`src/rtl/mem_arbiter_pkg.sv`:
```
// Shared constants for the block RAM arbiter:
// read-owner tags and arbiter state encodings.
package mem_arbiter_pkg;

  typedef logic [1:0] own_t;
  typedef logic       state_t;

  localparam own_t OWN_NONE = 2'd0;
  localparam own_t OWN_IF   = 2'd1;
  localparam own_t OWN_D    = 2'd2;

  localparam state_t ST_BOOT = 1'b0;
  localparam state_t ST_RUN  = 1'b1;

  function automatic logic is_misaligned(
    input logic [1:0] lsb
  );
    return lsb != 2'b00;
  endfunction

endpackage

```
`src/rtl/mem_arbiter.sv`:
```
// Single-port block RAM arbiter: boot loader, fetch and data
// share one port with fixed priority and a fetch starvation guard.
module mem_arbiter
  import mem_arbiter_pkg::*;
#(
  parameter int ADDR_W     = 12,
  parameter int MAX_STREAK = 4,
  parameter int BOOT_EN    = 1
) (
  input  logic              clk,
  input  logic              rst,
  input  logic              ld_req,
  input  logic [ADDR_W+1:0] ld_addr,
  input  logic [31:0]       ld_wdata,
  input  logic              ld_done,
  output logic              ld_ack,
  input  logic              if_req,
  input  logic [ADDR_W+1:0] if_addr,
  output logic              if_ack,
  output logic              if_rvalid,
  input  logic              d_req,
  input  logic              d_we,
  input  logic [ADDR_W+1:0] d_addr,
  input  logic [31:0]       d_wdata,
  output logic              d_ack,
  output logic              d_rvalid,
  output logic [31:0]       rdata,
  output logic              misalign,
  output logic              ram_en,
  output logic              ram_we,
  output logic [ADDR_W-1:0] ram_addr,
  output logic [31:0]       ram_wdata,
  input  logic [31:0]       ram_rdata,
  output logic              booting
);

  localparam int AW = ADDR_W + 2;
  localparam int SW = $clog2(MAX_STREAK + 1);
  localparam logic [SW-1:0] STREAK_MAX = SW'(MAX_STREAK);
  localparam state_t ST_RESET = (BOOT_EN != 0) ? ST_BOOT : ST_RUN;

  state_t          state_q;
  state_t          state_d;
  own_t            owner_q;
  own_t            owner_d;
  logic [SW-1:0]   streak_q;
  logic [SW-1:0]   streak_d;
  logic            mis_q;
  logic            mis_d;
  logic            fetch_win;
  logic [AW-1:0]   sel_addr;
  logic            any_ack;

  // State register
  always_ff @(posedge clk or posedge rst) begin
    if (rst) begin
      state_q <= ST_RESET;
    end else begin
      state_q <= state_d;
    end
  end

  // Next state: leave BOOT only once no loader write is in flight
  always_comb begin
    state_d = state_q;
    unique case (state_q)
      ST_BOOT: begin
        if (ld_done && !ld_ack) begin
          state_d = ST_RUN;
        end
      end
      ST_RUN: state_d = ST_RUN;
      default: state_d = ST_RESET;
    endcase
  end

  // Grant decode
  always_comb begin
    ld_ack    = 1'b0;
    if_ack    = 1'b0;
    d_ack     = 1'b0;
    fetch_win = 1'b0;
    unique case (state_q)
      ST_BOOT: begin
        ld_ack = ld_req;
      end
      ST_RUN: begin
        fetch_win = if_req &&
                    (!d_req || streak_q == STREAK_MAX);
        if_ack    = fetch_win;
        d_ack     = d_req && !fetch_win;
      end
      default: begin
        ld_ack = 1'b0;
      end
    endcase
  end

  // RAM port mux driven by whichever requester was granted
  always_comb begin
    ram_en    = 1'b0;
    ram_we    = 1'b0;
    sel_addr  = '0;
    ram_wdata = '0;
    unique case (1'b1)
      ld_ack: begin
        ram_en    = 1'b1;
        ram_we    = 1'b1;
        sel_addr  = ld_addr;
        ram_wdata = ld_wdata;
      end
      if_ack: begin
        ram_en   = 1'b1;
        sel_addr = if_addr;
      end
      d_ack: begin
        ram_en    = 1'b1;
        ram_we    = d_we;
        sel_addr  = d_addr;
        ram_wdata = d_wdata;
      end
      default: begin
        ram_en = 1'b0;
      end
    endcase
  end

  assign ram_addr = sel_addr[AW-1:2];
  assign any_ack  = ld_ack | if_ack | d_ack;

  // Starvation counter
  always_comb begin
    streak_d = streak_q;
    if (!if_req || if_ack) begin
      streak_d = '0;
    end else if (d_ack && streak_q != STREAK_MAX) begin
      streak_d = streak_q + 1'b1;
    end
  end

  always_comb begin
    owner_d = OWN_NONE;
    if (if_ack) begin
      owner_d = OWN_IF;
    end else if (d_ack && !d_we) begin
      owner_d = OWN_D;
    end
  end

  always_comb begin
    mis_d = mis_q;
    if (any_ack && is_misaligned(sel_addr[1:0])) begin
      mis_d = 1'b1;
    end
  end

  always_ff @(posedge clk or posedge rst) begin
    if (rst) begin
      owner_q  <= OWN_NONE;
      streak_q <= '0;
      mis_q    <= 1'b0;
    end else begin
      owner_q  <= owner_d;
      streak_q <= streak_d;
      mis_q    <= mis_d;
    end
  end

  assign if_rvalid = (owner_q == OWN_IF);
  assign d_rvalid  = (owner_q == OWN_D);
  assign rdata     = ram_rdata;
  assign misalign  = mis_q;
  assign booting   = (state_q == ST_BOOT);

endmodule

```
`config.mk`:
```
export PLATFORM = sky130hd
export DESIGN_NAME = mem_arbiter
export DESIGN_NICKNAME = d
export VERILOG_FILES = /design/src/rtl/mem_arbiter_pkg.sv /design/src/rtl/mem_arbiter.sv
export SDC_FILE = /design/constraint.sdc
export NUM_CORES = 1
export LEC_CHECK = 0
export CORE_ASPECT_RATIO = 1.5
export CORE_MARGIN = 8
export CORE_UTILIZATION = 18
export DETAILED_ROUTE_END_ITERATION = 12
export GPL_ROUTABILITY_DRIVEN = 0
export HOLD_SLACK_MARGIN = 0.02
export PLACE_DENSITY = 0.75
export SLEW_MARGIN = 20
export SYNTH_ARGS = -nofsm -noshare
export SYNTH_HDL_FRONTEND = slang
export SYNTH_SLANG_ARGS = --single-unit
```
`constraint.sdc`:
```
create_clock -name clk -period 1.59 [get_ports clk]
set_input_delay 0.318 -clock clk [delete_from_list [all_inputs] [get_ports clk]]
set_output_delay 0.318 -clock clk [all_outputs]
set_load 0.005 [all_outputs]
```
; ---- Yosys cells after proc, flatten, opt, wreduce, memory -nomap -nowiden
; Cells that the tools add are included.
[word_totals]
register_bits = 7
inputBits = 145
output_inout_bits = 85
word_cells = 41
[classes]
add_sub_neg = 1
n_eq_ne = 4
mux = 13
bitwise = 3
n_reduce_logical = 16
[ops]
columns = operator, count
row1 = 32-bit case mux with 2 select lines, 1
row2 = 14-bit case mux with 3 select lines, 1
row3 = 1-bit logical AND, 6
row4 = 3-bit two-way mux, 2
row5 = 1-bit logical NOT, 5
row6 = 1-bit two-way mux, 5
row7 = 2-bit two-way mux, 2
row8 = 1-bit case mux with 2 select lines, 2
row9 = 2-bit nonzero test, 2
row10 = "3-bit by 1-bit adder with 3-bit output, second input constant", 1
row11 = "3-bit == test, second input constant", 1
row12 = "3-bit inequality test, second input constant", 1
row13 = 3-bit OR reduction, 1
row14 = "2-bit by 1-bit == test with 1-bit output, second input constant", 1
row15 = "2-bit == test, second input constant", 1
row16 = 1-bit logical OR, 2
row17 = 1-bit bitwise OR, 2
row18 = 1-bit NOT, 1

; ---- Longest topological paths before layout
; Gate-level depths: netlist of run 1.
[depth]
word_depth = 9
depth_mapped = 6
ltp_nobuf = 5

; ---- Worst setup path after synthesis of run 1
; OpenSTA, ideal clock, no wires.
[synth_path]
path_type = register -> output
start = register streak_q[0]
end = output ram_addr[10]
arrival_ns = 1.399
required_time_ns = 1.272
setup_slack_ns = -0.127
path_stages_with_launch = 7
n_path_buf = 1
cell_sequence = dfrtp_1 -> inv_1 -> ha_1 -> a21boi_2 -> nor2_1 -> buf_6 -> a221o_1
[synth_via]
elab_cells_between_ends = 8
classes_between = eq/ne: 1 / mux: 3 / reduce/logical: 4
[synth_rtl]
columns = element, line
row1 = "start, declared", mem_arbiter.sv:46  ; logic [SW-1:0] streak_q;
row2 = "start signal, assigned", mem_arbiter.sv:164  ; streak_q <= streak_d;
row3 = 3-bit == test, mem_arbiter.sv:89  ; (!d_req || streak_q == STREAK_MAX);
row4 = 1-bit logical OR, mem_arbiter.sv:89
row5 = 1-bit logical AND, mem_arbiter.sv:88  ; fetch_win = if_req &&
row6 = 1-bit two-way mux, mem_arbiter.sv:83  ; unique case (state_q)
row7 = net if_ack, mem_arbiter.sv:19  ; output logic if_ack,
row8 = 14-bit case mux with 3 select lines, mem_arbiter.sv:105  ; unique case (1'b1)
row9 = "end, declared", mem_arbiter.sv:31  ; output logic [ADDR_W-1:0] ram_addr,
; The timed path passes the listed nets, and every way through them passes these cells.

; ---- Final worst setup path of run 1
[layout_path]
start = register streak_q[0]
end = output ram_addr[10]
[layout_via]
elab_chain_len = 7
elab_cells_between_ends = 8
classes_between = eq/ne: 1 / mux: 3 / reduce/logical: 4
[layout_lines]
columns = element, line
row1 = 3-bit == test (*), mem_arbiter.sv:89
row2 = 1-bit logical OR (*), mem_arbiter.sv:89
row3 = 1-bit logical AND (*), mem_arbiter.sv:88
row4 = 1-bit logical NOT, mem_arbiter.sv:91  ; d_ack = d_req && !fetch_win;
row5 = 1-bit logical AND, mem_arbiter.sv:91
row6 = 1-bit two-way mux, mem_arbiter.sv:83
row7 = 14-bit case mux with 3 select lines (*), mem_arbiter.sv:105
; Mark *: on every way between the ends. The rest lies on a longest branch, timed or not.

==> results of run 1 <==
[power by group through the flow]
stage	Sequential (mW)	Combinational, mW	Clock (mW)
3_5_place_dp	0.189	0.611	0
3_3_place_gp	0.189	0.601	0
2_1_floorplan	0.189	0.203	0
4_1_cts	0.187	0.613	0.262
5_1_grt	0.187	0.656	0.271
6_report	0.187	0.616	0.256
[cell usage after synthesis]
| master | number | area, µm² |
|---|---|---|
| nor3b_1 | 1 | 7.51 |
| nand3_1 | 2 | 10.0 |
| nor2b_1 | 4 | 25.0 |
| dfrtp_1 | 7 | 175 |
| buf_6 | 2 | 22.5 |
| nand2_1 | 4 | 15.0 |
| or2_2 | 3 | 18.8 |
| a22o_1 | 32 | 280 |
| a31oi_2 | 1 | 12.5 |
| buf_4 | 33 | 248 |
| and2_1 | 12 | 75.1 |
| a21boi_0 | 3 | 22.5 |
| ha_1 | 2 | 25.0 |
| inv_1 | 5 | 18.8 |
| a21o_1 | 2 | 15.0 |
| a221o_1 | 13 | 130 |
| nand4b_1 | 1 | 8.76 |
| buf_2 | 7 | 35.0 |
| o21ai_0 | 2 | 10.0 |
| or3_1 | 1 | 6.26 |
| a21boi_2 | 1 | 11.3 |
| nor2_1 | 1 | 3.75 |
| clkbuf_1 | 1 | 3.75 |
[what timing repair did]
item / in CTS / in global routing
endpoints found under the setup margin: 50 / 50
pin swaps: 21 / 11
cloned: 6 / 1
gates resized for setup: 211 / 6
setup buffers: 14 / 2
[area by class of cell]
type / instances / area, µm²
flip-flops and latches: 7 / 176
clock buffers: 4 / 45.0
well taps: 76 / 95.1
fillers: 624 / 3470
inverters: 5 / 18.8
repair buffers: 203 / 1920
multi-input cells: 85 / 721
[cells by family (layout without fill, tap and decap cells)]
family | count (synthesis) | in the layout | share of synthesized area, %
adder cells (fa/ha/maj) | 2 | 2 | 2.12
buffers and inverters | 48 | 212 | 27.8
flip-flops | 7 | 7 | 14.8
AND/OR/NAND/NOR | 29 | 29 | 14.4
AO/OA/AOI/OAI | 54 | 54 | 40.8
[critical path: cells and delay by family, from the launching register on]
kind,cells,cell delay [ps]
adders and majority gates,1,170
DFF,1,380
buffers and inverters,4,520
AOI/OAI and AO/OA,2,410
[worst min-delay path by stage]
stage	end	slack, ps	cells after the start	start
after floorplan	misalign	120	1	rst
final	owner_q[0]	340	2	rst
after global routing	owner_q[0]	360	2	rst
after CTS	owner_q[0]	340	2	rst
after global placement	owner_q[1]	580	2	rst
after detailed placement	owner_q[0]	580	2	rst
[state kept, by name, indices dropped and copies added, names as in the netlist]
register,count
misalign,1
owner_q,2
state_q,1
streak_q,3
[metal layers]
layer  GRT usage, %  part of all wire (%)
met1           13.6                    32
met2           27.6                    54
met3           4.62                    11
met4           6.82                   3.0
met5              0                     0
[metrics by stage]
stage	utilization (%)	total power, mW	instance area (µm²)	std cells
after floorplan	-	0.392	1190	140
after global placement	43.5	0.790	2800	353
after detailed placement	43.5	0.800	2800	353
after CTS	45.6	1.06	2940	377
after global routing	46.2	1.11	2980	380
final	46.2	1.06	2980	380
==> reports/results.txt, run 1 <==
Leading cell type in the layout, fill and taps excluded - clkdlybuf4s50_1
R2R depth - 6
Status - finished with violations
# port buffers - 165
RSZ-0062 raised after global routing - true
Rows - 36
Clock network power share - 24.2%
Worst Tran Pin Value - 297 ps
Crit-path cells - inv_2 -> ha_4 -> a31oi_4 -> buf_6 -> buf_16 -> a221o_1 -> buf_2
Mapped Cells - 140
Die span in y - 115 µm
Hold_buf cts - 0
Failing checks - setup timing
Layout cells sized above 1 - 33.2%
Fin nets - 452
Vias in the first global route - 2,013
Critical path launch point - streak_q[0]
Fin crit period - 2030 ps
Reg2reg setup slack - 130 ps
Aggregate negative setup slack - -16,750 ps
Psw - 0.262 mW
Switching part of the total - 24.8%
Diodes inserted - 0
Via count - 1,773
Wirelength per Cell - 20.0 µm
Root Driver - clkbuf_8
Final HPWL DP - 5.81 mm
Clock skew - 2.56 ps
Gr ovfl total - 0
First-pass GRT wire length - 10.5 mm
Largest net degree at the start of global routing - 15
Worst VDD drop - 0.203 mV
Setup WS post-layout - -436 ps
Sequential cell area fraction in the yosys report - 14.8%
CTS Buffer Depth - 2
DR vias/cell - 4.67
WS Path Type - reg -> out
Most frequent cells in the layout - clkdlybuf4s50_1, buf_2, a22o_1
Relative slew slack - 80.2%
Antenna-violating nets left - 0
Required @ worst endpoint - 1270 ps
Critical R2R Capture - misalign
Fin Hold WS - 343 ps
GR Util All Layers - 14.7%
CP Data Arrival Time - 1710 ps
Top-level I/O count - 230
Post-Route WL - 7.60 mm
Total CTS buffers - 3
CTS tree - built
Area growth from synthesis to layout - 152%
Comb power frac - 58.2%
Yosys cell types - 23
Worst Setup End Kind - primary output
Post-Syn Area - 1180 µm²
Finish-stage setup viols - 48
Synthesized area per cell - 8.43 µm²
Post-route clock period utilization - 127%
Leak - 1.36 nW
Reg power frac - 17.6%
Critical path peak fanout - 5
Max Freq - 0.494 GHz
Core region area - 6440 µm²
Setup crit end - ram_addr[10]
Yosys synthesis warning count - 0
Slowest-stage cell, CP - dfrtp_1
Clk_lat worst skew - 230 ps
Hold/Removal Path Class - in -> async
Setup WS pre-CTS - -861 ps
Power Density - 356 nW/µm²
Mapped Nets - 287
CP peak stage delay - 380 ps
Startpoint Class - flip-flop
Fin. max-slew vios - 0
Final hold vios - 0
DR pass1 iterations - 4
1st-iter DRT viols - 79
H-tree depth - 1
Int Pwr - 0.797 mW
Synth Register Bits - 7
Clock slew at reported path FFs - 40 ps
Initial Util - 18.3%
Clock Sinks - 7
Initial antenna violation count - 0
Worst R2R Start - streak_q[0]
Die area - 9460 µm²
DIE WIDTH - 82.1 µm
Post-route DRC - 0
MaxCap Viol Count - 0
Note: power is estimated with default switching activity, not from simulation.
==> run 2, diff against run 1 <==
- CAP_MARGIN: unset -> 20
- CORE_AREA: unset -> 8 8 83 85
- CORE_ASPECT_RATIO: 1.5 -> unset
- CORE_MARGIN: 8 -> unset
- CORE_UTILIZATION: 18 -> unset
- DIE_AREA: unset -> 0 0 91 93
- DONT_BUFFER_PORTS: unset -> 1
- GPL_ROUTABILITY_DRIVEN: 0 -> unset
- PLACE_DENSITY: 0.75 -> 0.31
==> run 2 against run 1 <==
Effect of this change:
- worst setup slack gained 150 ps
- cell count shrank 49%
- critical path depth shrank 1
- critical path type unchanged
- clock skew shrank 1.3 ps
- non-clock buffer count shrank 186
- core utilization shrank 24 points
- sequential power is essentially flat
- wire length shrank 30%
- largest power group is now clock
- clock power is essentially flat
- maximum frequency grew 7.8%
- via count shrank 39%
- sequential share of layout area grew 7.9 points
- the flow still finishes with violations (setup timing)
==> reports/results.txt, run 2 (synthesis results as in run 1) <==
Status - finished with violations
Failing checks - setup timing
Worst Setup End Kind - primary output
Power Density - 518 nW/µm²
DR pass1 iterations - 4
Int Pwr - 0.473 mW
Max reg flops - 3
Root Driver - clkbuf_8
Psw - 0.185 mW
Fin crit period - 1880 ps
Switching part of the total - 28.1%
Initial antenna violation count - 0
Area occupied by multi-input gates - 752 µm²
Largest registers - streak_q: 3 flops, owner_q: 2 flops
Most frequent cells in the layout - a22o_1, a221o_1, and2_1
Clock network power share - 39.5%
Hold Crit Start - d_we
Area after DPL - 1140 µm²
Cell count after placement - 184
Comb power frac - 32.1%
Antenna-violating nets left - 0
CTS Buffer Depth - 2
Hold/Removal Path Class - in -> reg
Leading cell type in the layout, fill and taps excluded - a22o_1
Required @ worst endpoint - 1270 ps
Setup WS post-layout - -290 ps
1st-iter DRT viols - 12
Post-route DRC - 0
Global route hottest layer - met2
DIE WIDTH - 91 µm
Final hold vios - 0
Initial Util - 20.8%
Clock Sinks - 7
Worst VDD drop - 0.267 mV
Final std cells w/o fill - 193
Final HPWL DP - 4.59 mm
Clock slew at reported path FFs - 40 ps
Post-route clock period utilization - 118%
Rows - 28
Final Instance Area - 1270 µm²
Leak - 0.519 nW
Fill count - 621
Setup WS pre-CTS - -86.8 ps
Max Freq - 0.532 GHz
Critical path peak fanout - 14
Startpoint Class - flip-flop
Gr ovfl total - 0
WS Path Type - reg -> out
Clock skew - 1.29 ps
Clk_lat worst skew - 230 ps
GR Util All Layers - 11.1%
Reg power frac - 28.4%
Vias in the first global route - 1,165
Post-Route WL - 5.34 mm
M2 GR Usage - 19.0%
Die span in y - 93 µm
Core region area - 5680 µm²
Fin nets - 266
Finish-stage setup viols - 48
Largest net degree at the start of global routing - 37
Total CTS buffers - 3
MaxCap Viol Count - 0
Met1 global-route usage - 10.2%
Largest Register - streak_q
Met3 usage - 8.81%
Area growth from synthesis to layout - 7.53%
Top-level I/O count - 230
Die area - 8460 µm²
CTS tree - built
Via count - 1,088
Wirelength per Cell - 27.6 µm
Relative slew slack - 80.0%
First-pass GRT wire length - 7.61 mm
Critical path launch point - streak_q[0]
Worst Tran Pin Value - 300 ps
RePlAce Congestion - 0.686
Layout cells sized above 1 - 28.0%
# port buffers - 0
H-tree depth - 1
DR vias/cell - 5.64
FF+latch area - 175 µm²
CP Data Arrival Time - 1560 ps
Fin. max-slew vios - 0
Worst R2R Start - streak_q[0]
Diodes inserted - 0
RSZ-0062 raised after global routing - true
-- run 2: power groups by stage --
stage,clock (mW),combinational (mW),sequential [mW]
floorplan,0,0.203,0.189
global placement,0,0.194,0.189
detailed placement,0,0.194,0.189
CTS,0.268,0.210,0.187
global route,0.282,0.230,0.187
finish,0.259,0.211,0.187
-- run 2: critical path, cell delays in order, from the launching register on --
cell and delay [ps]:
dfrtp_1 360, inv_2 60, ha_4 180, a21boi_4 170, nor2_4 60, buf_12 140
or3_4 370
-- run 2: cell type report --
| type | instances | share of cell area [%] |
|---|---|---|
| multi-input combinational | 85 | 59.3 |
| timing repair buffer | 17 | 14.5 |
| sequential | 7 | 13.8 |
| tap | 75 | 7.40 |
| clock buffer | 4 | 3.55 |
| inverter | 5 | 1.48 |
-- run 2: stage by stage --
step           TNS (ps)  total power [mW]  utilization, %  hold slack [ps]
3_5_place_dp       -728             0.383            20.0              170
5_1_grt          -14390             0.700            22.4              137
6_report         -11060             0.657            22.4              149
2_1_floorplan         0             0.392               -              121
3_3_place_gp       -156             0.383            20.0              161
4_1_cts          -11460             0.664            21.9              144
-- run 2: path summary, 6_finish.rpt --
| path | endpoint | slack [ps] | cells past startpoint |
|---|---|---|---|
| max | ram_en | -290 | 6 |
| min | owner_q[1] | 150 | 1 |
| max reg2reg | misalign | 70 | 7 |
| min reg2reg | misalign | 590 | 2 |
| max in group asynchronous | owner_q[1] | 890 | 2 |
| min in group asynchronous | state_q | 470 | 2 |
-- run 2: what timing repair did --
action	4_1_cts	5_1_grt
buffers inserted	3	1
hold endpoints to repair	7	0
hold buffers	1	0
setup endpoints to repair	48	48
pin swaps	9	10
resized for setup	5	3
-- run 2: layer usage --
metal | vias up | share of wire, %
met5 | - | 0
met4 | 0 | 0.75
met3 | 8 | 18
met2 | 135 | 51
met1 | 496 | 31
li1 | 449 | -
==> edit 1 (config.mk and constraints of run 2) <==
Change the parameter `ADDR_W` from 12 to 11.
--- a/src/rtl/mem_arbiter.sv
+++ b/src/rtl/mem_arbiter.sv
@@ -4,5 +4,5 @@
   import mem_arbiter_pkg::*;
 #(
-  parameter int ADDR_W     = 12,
+  parameter int ADDR_W     = 11,
   parameter int MAX_STREAK = 4,
   parameter int BOOT_EN    = 1
Interface: changed (resized d_addr, if_addr, ld_addr and ram_addr); port bits go from 230 to 226. The function was not compared with the original's and may differ.
==> edit 1 against run 2 <==
  * The flow still finishes with violations (setup timing)
  * Sequential cell count stayed put
  * Combinational power shrank 13%
  * Clock power decreased by 7%
  * Design area decreased by 7.7%
  * Worst setup slack gained 0.047 ns
  * Count of clock-buffer cells in the layout unchanged
  * Global-route usage decreased by 1.1 points
  * Critical path depth is 1 lower
  * First-iteration DRC count is 130% higher
  * Power is 7.2% lower
  * Wire length is 7.9% lower
  * Area after synthesis decreased by 0.32%
  * Critical endpoint is now ram_addr[6]
  * Highest routed layer unchanged
==> edit 1: results (changes against run 2) <==
Critical path
  – Top Family by Delay on Critical Path: compound AO/OA/AOI/OAI gates (was simple AND/OR/NAND/NOR gates)
  – Crit-path max cell delay: 0.39 ns (was 0.37 ns)
  – Worst path slowest cell: dfrtp_1 (was or3_4)
  – CP Max Fanout: 30 (was 14)
  – Crit path DAT: 1.51 ns (was 1.56 ns)

Final layout
  – Largest regs: streak_q x3, owner_q x2 (unchanged)
  – Diode count: 0 (unchanged)
  – Nets@finish: 257 (was 266)
  – Layout cells sized above 1: 23.21% (was 27.97%)
  – # fillers: 629 (was 621)

STA
  – Final setup vio count: 47 (was 48)
  – Clock Skews: 0.0009439 ns (was 0.001286 ns)
  – Setup TNS: -9.337 ns (was -11.06 ns)
  – Slew @ Worst Pin: 0.3193 ns (was 0.2999 ns)
  – Final WS setup: -0.2428 ns (was -0.2897 ns)

Placement
  – DP Wirelength: 4430 microns (was 4591 microns)
  – Place WS: -0.1213 ns (was -0.08684 ns)
  – Placed insts: 181 (was 184)
  – Placer Congestion: 0.7073 (was 0.6860)

Global routing
  – Tot GR Track Use: 10.04% (was 11.10%)
  – Largest net degree at the start of global routing: 31 (was 37)
  – Vias in the first global route: 1113 (was 1165)
  – Global-route wire length before repair: 6927 microns (was 7610 microns)

Detailed routing
  – Drt wl/cell: 26.27 microns (was 27.64 microns)
  – TritonRoute pass-1 iters: 4 (unchanged)
  – WL final: 4913 microns (was 5335 microns)
  – DRT iter0 DRCs: 27 (was 12)
  – Vias: 1038 (was 1088)

Yosys
  – Synth cell types: 24 (was 23)
  – Seq/Total Area, Yosys: 14.89% (was 14.85%)
  – Ys Warns: 0 (unchanged)
  – Syn_area_per_cell: 8.523 sq um (was 8.428 sq um)
  – Commonest cells post-synth: a22o_1, buf_4, a221o_1 (was buf_4, a22o_1, a221o_1)
  – Syn Nets: 282 (was 287)
  – Synth top area cells: a22o_1, buf_4, dfrtp_1 (unchanged)

Worst hold path
  – Worst min path class: input port to register (unchanged)
  – Hold_sp: d_we (unchanged)

Clock tree
  – Clk pin slew, worst setup/hold paths: 0.04 ns (about the same)
  – Num CTS Buffers: 3 (unchanged)

Power
  – Leak pwr: 0.4669 nW (was 0.5188 nW)
  – Peak supply drop: 0.1558 mV (was 0.2668 mV)

Status
  – Status: finished with violations (unchanged)
  – Failing checks: setup timing (unchanged)
edit 1: report_power, final:
group | total, mW | switching, mW | leakage [nW] | internal [mW]
clock | 0.240 | 0.0672 | 0.0228 | 0.173
combinational | 0.183 | 0.0873 | 0.360 | 0.0955
sequential | 0.188 | 0.00345 | 0.0841 | 0.184
edit 1: area by class of cell:
class / instances / area share (%)
inverter: 5 / 1.603
timing repair buffer: 13 / 11.00
multi-input combinational: 83 / 60.58
clock buffer: 4 / 3.846
sequential: 7 / 14.96
tap: 75 / 8.013
edit 1: final timing paths:
check	end	slack [ns]	cells after the start
worst min register to register	misalign	0.59	2
worst max register to register	misalign	0.09	6
min in group asynchronous	streak_q[1]	0.48	2
max in group asynchronous	streak_q[2]	0.89	2
worst min-delay path	owner_q[1]	0.16	1
worst max-delay path	ram_addr[6]	-0.24	5
edit 1: routing by layer:
layer / part of all wire (%) / GRT usage (%) / vias up
met5: 0 / 0 / -
met3: 14 / 6.010 / 16
met4: 1.6 / 4.366 / 0
li1: - / - / 434
met1: 31 / 9.031 / 470
met2: 54 / 17.90 / 118
edit 1: logic make-up after synthesis:
family / Yosys count / share of synthesized area [%]
adder cells (fa/ha/maj): 2 / 2.127
flip-flops: 7 / 14.89
buffers and inverters: 48 / 28.72
AO/OA/AOI/OAI: 53 / 40.11
AND/OR/NAND/NOR: 28 / 14.15
edit 1: through the flow:
stage | area (sq um) | power [mW]
floorplan | 1179 | 0.3892
global placement | 1090 | 0.3668
detailed placement | 1090 | 0.3656
CTS | 1171 | 0.6218
global route | 1171 | 0.6557
finish | 1171 | 0.6103
edit 1: timing repair:
action                     CTS  global route
hold endpoints to repair     7             0
setup endpoints to repair   47            47
hold buffers                 1             0
pin swaps                    3             0
gates resized for setup      7             0
setup buffers                2             0
==> edit 2 (settings of run 2) <==
Made on the original files. Make the reset (`rst`) synchronous in 2 clocked blocks.
--- a/src/rtl/mem_arbiter.sv
+++ b/src/rtl/mem_arbiter.sv
@@ -53,5 +53,5 @@
 
   // State register
-  always_ff @(posedge clk or posedge rst) begin
+  always_ff @(posedge clk) begin
     if (rst) begin
       state_q <= ST_RESET;
@@ -155,5 +155,5 @@
   end
 
-  always_ff @(posedge clk or posedge rst) begin
+  always_ff @(posedge clk) begin
     if (rst) begin
       owner_q  <= OWN_NONE;
Formal check against the unedited RTL: differs if rst is asserted again (counterexample within 4 cycles, from zero or initial values and one cycle with rst high); with rst held inactive, the same outputs for 10 cycles.
==> edit 2 against run 2 <==
  * Clock skew rose by 0.0063 ns
  * Final cell count rose by 0.52%
  * Worst setup slack improved by 0.043 ns
  * Sequential cell count did not move
  * Wire length rose by 3.5%
  * Area after synthesis rose by 0.95%
  * Clock power fell by 5%
  * Register-to-register slack improved by 0.04 ns
  * Sequential share of layout area fell by 2.6 points
  * Combinational power rose by 29%
  * The flow still finishes with violations (setup timing)
  * Power rose by 7.2%
  * Design area barely moved
  * Count of clock-buffer cells in the layout did not move
==> edit 2: results (changes against run 2) <==
Status
  – Status: finished with violations (unchanged)
  – Failing checks: setup timing (unchanged)

Detailed routing
  – Vias: 1110 (was 1088)
  – DRT iter0 DRCs: 44 (was 12)
  – Met2 Wirelength: 2935 microns (was 2707 microns)
  – Routed length on met1: 1776 microns (was 1628 microns)
  – Met3 Routed Length: 801 microns (was 959 microns)

Placement
  – Cell Area, Placed: 1115 sq um (was 1136 sq um)
  – Placed insts: 186 (was 184)
  – DP Wirelength: 4709 microns (was 4591 microns)
  – Placer Congestion: 0.7154 (was 0.6860)

Yosys
  – Synth cell types: 32 (was 23)
  – Synth top area cells: a22o_1, buf_4, dfxtp_1 (was a22o_1, buf_4, dfrtp_1)
  – Ys flop type: dfxtp_1 (was dfrtp_1)
  – Seq/Total Area, Yosys: 11.76% (was 14.85%)
  – Post-synth ARST share: 0% (was 100.0%)
  – Syn Nets: 291 (was 287)

Global routing
  – Tot GR Track Use: 11.02% (was 11.10%)
  – Global-route wire length before repair: 7617 microns (was 7610 microns)
  – Vias in the first global route: 1153 (was 1165)
  – Largest net degree at the start of global routing: 26 (was 37)

Critical path
  – Top Family by Delay on Critical Path: compound AO/OA/AOI/OAI gates (was simple AND/OR/NAND/NOR gates)
  – Worst Setup SP: streak_q[1] (was streak_q[0])
  – Worst path slowest cell: a221o_2 (was or3_4)
  – CP Max Fanout: 7 (was 14)
  – Reg2reg path depth: 6 (was 7)

Power
  – Leak pwr: 0.5168 nW (was 0.5188 nW)
  – Peak supply drop: 0.2566 mV (was 0.2668 mV)

Worst hold path
  – Hold_sp: rst (was d_we)

STA
  – Max_slew headroom: 77.58% (was 79.99%)
  – Setup TNS: -9.711 ns (was -11.06 ns)
  – Final WS setup: -0.2467 ns (was -0.2897 ns)
  – Final setup vio count: 48 (unchanged)
  – Clock Skews: 0.007584 ns (was 0.001286 ns)

Final layout
  – Nets@finish: 267 (was 266)
  – Layout cells sized above 1: 34.45% (was 27.97%)
  – # fillers: 614 (was 621)
[edit 2: path summary, 6_finish.rpt]
check                           slack [ns]           to
worst min-delay path                  0.16      state_q
worst min register to register        0.51  streak_q[2]
worst max register to register        0.11  streak_q[1]
worst max-delay path                 -0.25  ram_addr[1]
[edit 2: cells by family (layout without fill, tap and decap cells)]
group	after synthesis	count (layout)	synth area share, %
simple gates	26	27	13.97
flops	7	7	11.76
compound gates	59	59	43.38
fa+ha+maj	2	2	2.101
buf+inv	50	24	28.78
[edit 2: layout make-up]
class	count	area (sq um)	share of cell area, %
Multi-Input combinational cell	88	813.3	64.17
Timing Repair Buffer	14	150.1	11.85
Sequential cell	7	142.6	11.25
Tap cell	75	93.84	7.404
Clock buffer	4	45.04	3.554
Inverter	6	22.52	1.777
[edit 2: per-layer routing]
layer / vias to the layer above / track usage [%]
met5: - / 0
met1: 534 / 10.14
met3: 2 / 7.051
met2: 110 / 20.62
met4: 0 / 1.228
li1: 464 / -
[edit 2: per-stage QoR]
stage,hold WS (ns),worst slack [ns]
after floorplan,0.3871,-0.1397
after global placement,0.3888,-0.05699
after detailed placement,0.3926,-0.07979
after CTS,0.1543,-0.2483
after global routing,0.1558,-0.2898
final,0.1606,-0.2467
[edit 2: worst reg2reg max path, cell delays in order, from the launching register on]
cell	delay, ns
dfxtp_2	0.32
inv_2	0.04
ha_4	0.16
and2_4	0.16
buf_4	0.14
or3b_2	0.45
a21oi_1	0.12
[edit 2: power by group]
part	total [mW]	internal (mW)	leakage [nW]	switching [mW]
combinational	0.272	0.138	0.436	0.134
sequential	0.187	0.182	0.0580	0.00480
clock	0.245	0.173	0.0228	0.0720
[edit 2: repair_timing]
item	in CTS	in global routing
endpoints found under the setup margin	48	48
gates cloned	0	1
gates resized for setup	6	6
pin swaps	7	2
hold buffers	0	0
setup buffers	0	3
